`config.mk`:
```
export PLATFORM = sky130hd
export DESIGN_NAME = shiftreg_piso_tx
export DESIGN_NICKNAME = d
export VERILOG_FILES = /design/src/rtl/shiftreg_piso_tx.sv
export SDC_FILE = /design/constraint.sdc
export NUM_CORES = 1
export LEC_CHECK = 0
export ABC_AREA = 1
export BUFFER_PORTS_ARGS = -buffer_cell sky130_fd_sc_hd__buf_2
export CAP_MARGIN = 20
export CELL_PAD_IN_SITES_DETAIL_PLACEMENT = 1
export CELL_PAD_IN_SITES_GLOBAL_PLACEMENT = 1
export CORE_AREA = 2 2 39 41
export DETAILED_ROUTE_END_ITERATION = 8
export DIE_AREA = 0 0 41 43
export PLACE_DENSITY = 0.74
export SYNTH_ARGS = -nofsm -noshare
export SYNTH_HDL_FRONTEND = slang
export SYNTH_SLANG_ARGS = --single-unit
```
`constraint.sdc`:
```
create_clock -name clk -period 1.2 [get_ports clk]
set_input_delay 0.24 -clock clk [delete_from_list [all_inputs] [get_ports clk]]
set_output_delay 0.24 -clock clk [all_outputs]
set_load 0.005 [all_outputs]
```
`src/rtl/shiftreg_piso_tx.sv`:
```
// Parallel-in / serial-out transmitter.
// A word is accepted with a valid/ready handshake and then shifted out on SDO,
// LSB first. One bit is consumed on each cycle where shift_en is high. A
// one-cycle done pulse follows the last bit. All outputs come from registers
// or are decoded from the registered FSM state only.
module shiftreg_piso_tx #(
  parameter int WIDTH = 4
) (
  input  logic             clk,
  input  logic             clrb,
  input  logic             load_valid,
  input  logic [WIDTH-1:0] load_data,
  output logic             load_ready,
  input  logic             shift_en,
  output logic             SDO,
  output logic             sdo_valid,
  output logic             done
);

  // The bit counter only has to reach WIDTH-1, which is the index of the last bit.
  localparam int                CNT_W    = $clog2(WIDTH);
  localparam logic [CNT_W-1:0] CNT_LAST = CNT_W'(WIDTH - 1);

  typedef enum logic {
    IDLE  = 1'b0,
    SHIFT = 1'b1
  } state_t;

  state_t           state_p0, state_nxt;
  logic [WIDTH-1:0] shreg_p0, shreg_nxt;
  logic [CNT_W-1:0] cnt_p0,   cnt_nxt;
  logic             done_p0,  done_nxt;

  // Registers for state, data and control. The reset clears the shift data too,
  // so SDO is defined as soon as clrb falls.
  always_ff @(posedge clk or negedge clrb) begin
    if (!clrb) begin
      state_p0 <= IDLE;
      shreg_p0 <= '0;
      cnt_p0   <= '0;
      done_p0  <= 1'b0;
    end else begin
      state_p0 <= state_nxt;
      shreg_p0 <= shreg_nxt;
      cnt_p0   <= cnt_nxt;
      done_p0  <= done_nxt;
    end
  end

  // Next-state logic. Every register holds by default. In IDLE, shift_en has no
  // effect. In SHIFT, load_valid has no effect and nothing is queued.
  always_comb begin
    state_nxt = state_p0;
    shreg_nxt = shreg_p0;
    cnt_nxt   = cnt_p0;
    done_nxt  = 1'b0;
    case (state_p0)
      IDLE: begin
        if (load_valid) begin
          state_nxt = SHIFT;
          shreg_nxt = load_data;
          cnt_nxt   = '0;
        end
      end
      SHIFT: begin
        if (shift_en) begin
          if (cnt_p0 == CNT_LAST) begin
            // The last bit is consumed. The shift register is left as it is
            // because SDO is forced to 0 in IDLE anyway.
            state_nxt = IDLE;
            done_nxt  = 1'b1;
          end else begin
            shreg_nxt = {1'b0, shreg_p0[WIDTH-1:1]};
            cnt_nxt   = cnt_p0 + CNT_W'(1);
          end
        end
      end
      default: begin
        state_nxt = IDLE;
      end
    endcase
  end

  // Output decode. This uses only the registered state, so there is no path
  // from any input to any output.
  always_comb begin
    load_ready = (state_p0 == IDLE);
    sdo_valid  = (state_p0 == SHIFT);
    SDO        = (state_p0 == SHIFT) & shreg_p0[0];
    done       = done_p0;
  end

endmodule
```
==> impl_metrics.py <==
metrics = {
    "run_status": {
        "outcome": "complete, but fails checks",
        "violations": "negative setup slack",
    },
    "global_route": {
        "grt_use_met3_pct": 4.71,
        "met2_usage_pct": 22.5,
        "grt_max_degree": 9,
        "antenna_found_initial": 0,
        "grt_use_met1_pct": 17.4,
        "grt_pass1_wl_um": 1690,
        "grt_overflow": 0,
        "grt_pass1_vias": 406,
        "grt_util_all_layers_pct": 15.7,
        "grt_busiest_layer": "met2",
    },
    "hold_path": {
        "min_path_cells": 3,
        "hold_class": "in2reg",
    },
    "place": {
        "dpl_worst_slack_ns": 0.0544,
        "io_buffers": 11,
        "hpwl_um": 845,
        "dp.cells": 80,
        "place.gp.congestion": 0.705,
    },
    "finish": {
        "nNetsFinal": 82,
        "area_growth_pct": 30.0,
        "final_cells": 87,
        "antenna_cells": 0,
        "postLayoutCoreUtil_pct": 41.1,
        "drive_gt1_share_pct": 35.2,
        "n_fill_cell": 182,
    },
    "clock_tree": {
        "htree_levels": 1,
        "numCtsBuffers": 3,
        "cts_sinks": 8,
        "clk_pin_slew_ns": 0.05,
        "clk_latency_ns": 0.26,
        "cts_root_buf": "clkbuf_4",
        "clk_path_buf_depth": 2,
        "cts_tree": "done",
    },
    "critical_path": {
        "critical-path-top-delay-family": "flip-flops",
        "critPathKind": "reg2out",
        "critPathRequiredTime_ns": 0.96,
        "path_depth": 3,
        "rrSetupSlack_ns": 0.09,
        "slowest_delay_ns": 0.48,
        "worstPathMaxFanout": 5,
        "cpMaxStageDelayCell": "dfrtp_2",
        "critPathLaunchType": "register",
        "crit_path_end_kind": "output port",
        "cp.arrival_ns": 0.98,
        "path_buf_inv": 2,
        "crit_chain": "nand2_2 > inv_2 > buf_6",
        "reg2reg_depth": 5,
    },
    "synthesis": {
        "syn-num-nets": 63,
        "syn_area_um2": 438,
        "seq_area_frac_synth_pct": 45.7,
        "syn_inst": 54,
        "avgSynthCellArea_um2": 8.11,
        "synth_cell_types": 12,
        "ys_ff_latch": 8,
        "yosys_warnings": 0,
    },
    "job": {
        "cap_viol_max_count": 0,
    },
    "floorplan": {
        "die_height_um": 43,
        "start_util_pct": 31.6,
        "core_um2": 1380,
        "die_w_um": 41,
        "die_area_um2": 1760,
        "std_cell_rows": 14,
        "pin_count": 12,
    },
    "sta": {
        "tightest_slew_ns": 0.202,
        "period_share_pct": 101,
        "fin_worst_skew_ns": 0.00327,
        "min_period_ns": 1.22,
        "grt_setup_unrepaired": "true",
        "fin_ws_ns": -0.0156,
        "final-setup-viol-count": 1,
        "relSlewSlack_pct": 86.6,
        "fmax_mhz": 823,
        "finalHoldViolations": 0,
        "drv_slew": 0,
        "holdWs_ns": 0.229,
    },
    "detailed_routing": {
        "drt_iter0_markers": 6,
        "dr.pass1.iters": 2,
        "ant_nets": 0,
        "route.detailed.drc": 0,
        "vias_per_cell": 4.55,
        "num_vias": 396,
        "routed_wl_um": 1090,
        "wire_per_inst_um": 12.5,
    },
    "power_and_ir_drop": {
        "cellLeakagePower_nw": 0.330,
        "power_density_nw_per_um2": 2230,
        "p_total_w": 0.00127,
        "ir_worst_vdd_v": 0.000608,
    },
}
-- repair_timing --
action | 4_1_cts | 5_1_grt
resized for setup | 1 | 4
pin swaps | 0 | 1
setup endpoints to repair | 3 | 5
buffers inserted | 2 | 1
hold buffers | 1 | 0
endpoints found under the hold margin | 8 | 0
gates cloned | 0 | 0
-- cells by family after synthesis --
kind of cell,Yosys count,synth area share [%]
and+or+nand+nor,37,40.9
DFF,8,45.7
buffers and inverters,7,9.43
AOI/OAI and AO/OA,1,1.14
adders and majority gates,1,2.86
-- cell usage after synthesis --
cell     count  area share, %
a21oi_1      1            1.1
ha_1         1            2.9
nand2_2      1            1.4
dfrtp_1      8             46
nand3_1      6            6.9
nand2_8      1            4.6
nand2_1     26             22
inv_1        5            4.3
nor2_1       2            1.7
inv_8        1            2.6
buf_6        1            2.6
nand3_4      1            4.0
-- final cells by class --
type / instances / area [um2] / area share [%]
timing repair buffer: 15 / 93.8 / 16.5
tap: 16 / 20.0 / 3.52
clock buffer: 3 / 22.5 / 3.96
sequential: 8 / 201 / 35.4
multi-input combinational: 39 / 201 / 35.4
inverter: 6 / 30.0 / 5.27
-- layer usage --
layer | wire length, um | share of wire (%) | up-vias
li1 | - | - | 202
met1 | 464 | 43 | 178
met2 | 503 | 46 | 12
met3 | 70 | 6.4 | 4
met4 | 50 | 4.6 | 0
met5 | 0 | 0 | -
-- metrics by stage --
| step | area, um2 | TNS (ns) |
|---|---|---|
| after detailed placement | 502 | 0 |
| after floorplan | 438 | 0 |
| final | 569 | -0.0156 |
| after global routing | 569 | -0.0457 |
| after CTS | 551 | -0.0358 |
| after global placement | 502 | 0 |
-- worst register-to-register path, delay by kind of cell, from the launching register on --
family / cells / cell delay (ns)
flops: 1 / 0.48
simple gates: 4 / 0.34
buf+inv: 1 / 0.19
-- cell usage in the layout, fill, tap and decap left out, drive strengths merged --
master       synthesis  layout
ha                   1       1
clkbuf               0       3
nand3                7       7
inv                  6       6
buf                  1      14
nor2                 2       2
dlygate4sd3          0       1
nand2               28      28
a21oi                1       1
dfrtp                8       8
-- power by group --
group / switching [W] / total, W / internal (W)
registers: 0.0000903 / 0.000464 / 0.000374
clock network: 0.0000987 / 0.000214 / 0.000115
logic: 0.000327 / 0.000595 / 0.000268
total: 0.000516 / 0.00127 / 0.000756
-- sequential cells by signal, indices dropped and copies added (netlist names) --
register and flops:
cnt_p0 2, sdo_valid 1, done 1, shreg_p0 4
-- worst paths after layout --
check / from / endpoint
max: sdo_valid / SDO
min: load_data[3] / shreg_p0[3]
max reg2reg: sdo_valid / shreg_p0[0]
min reg2reg: cnt_p0[1] / cnt_p0[1]
max in group asynchronous: clrb / sdo_valid
min in group asynchronous: clrb / done
Power figures use the tool's default switching activity.
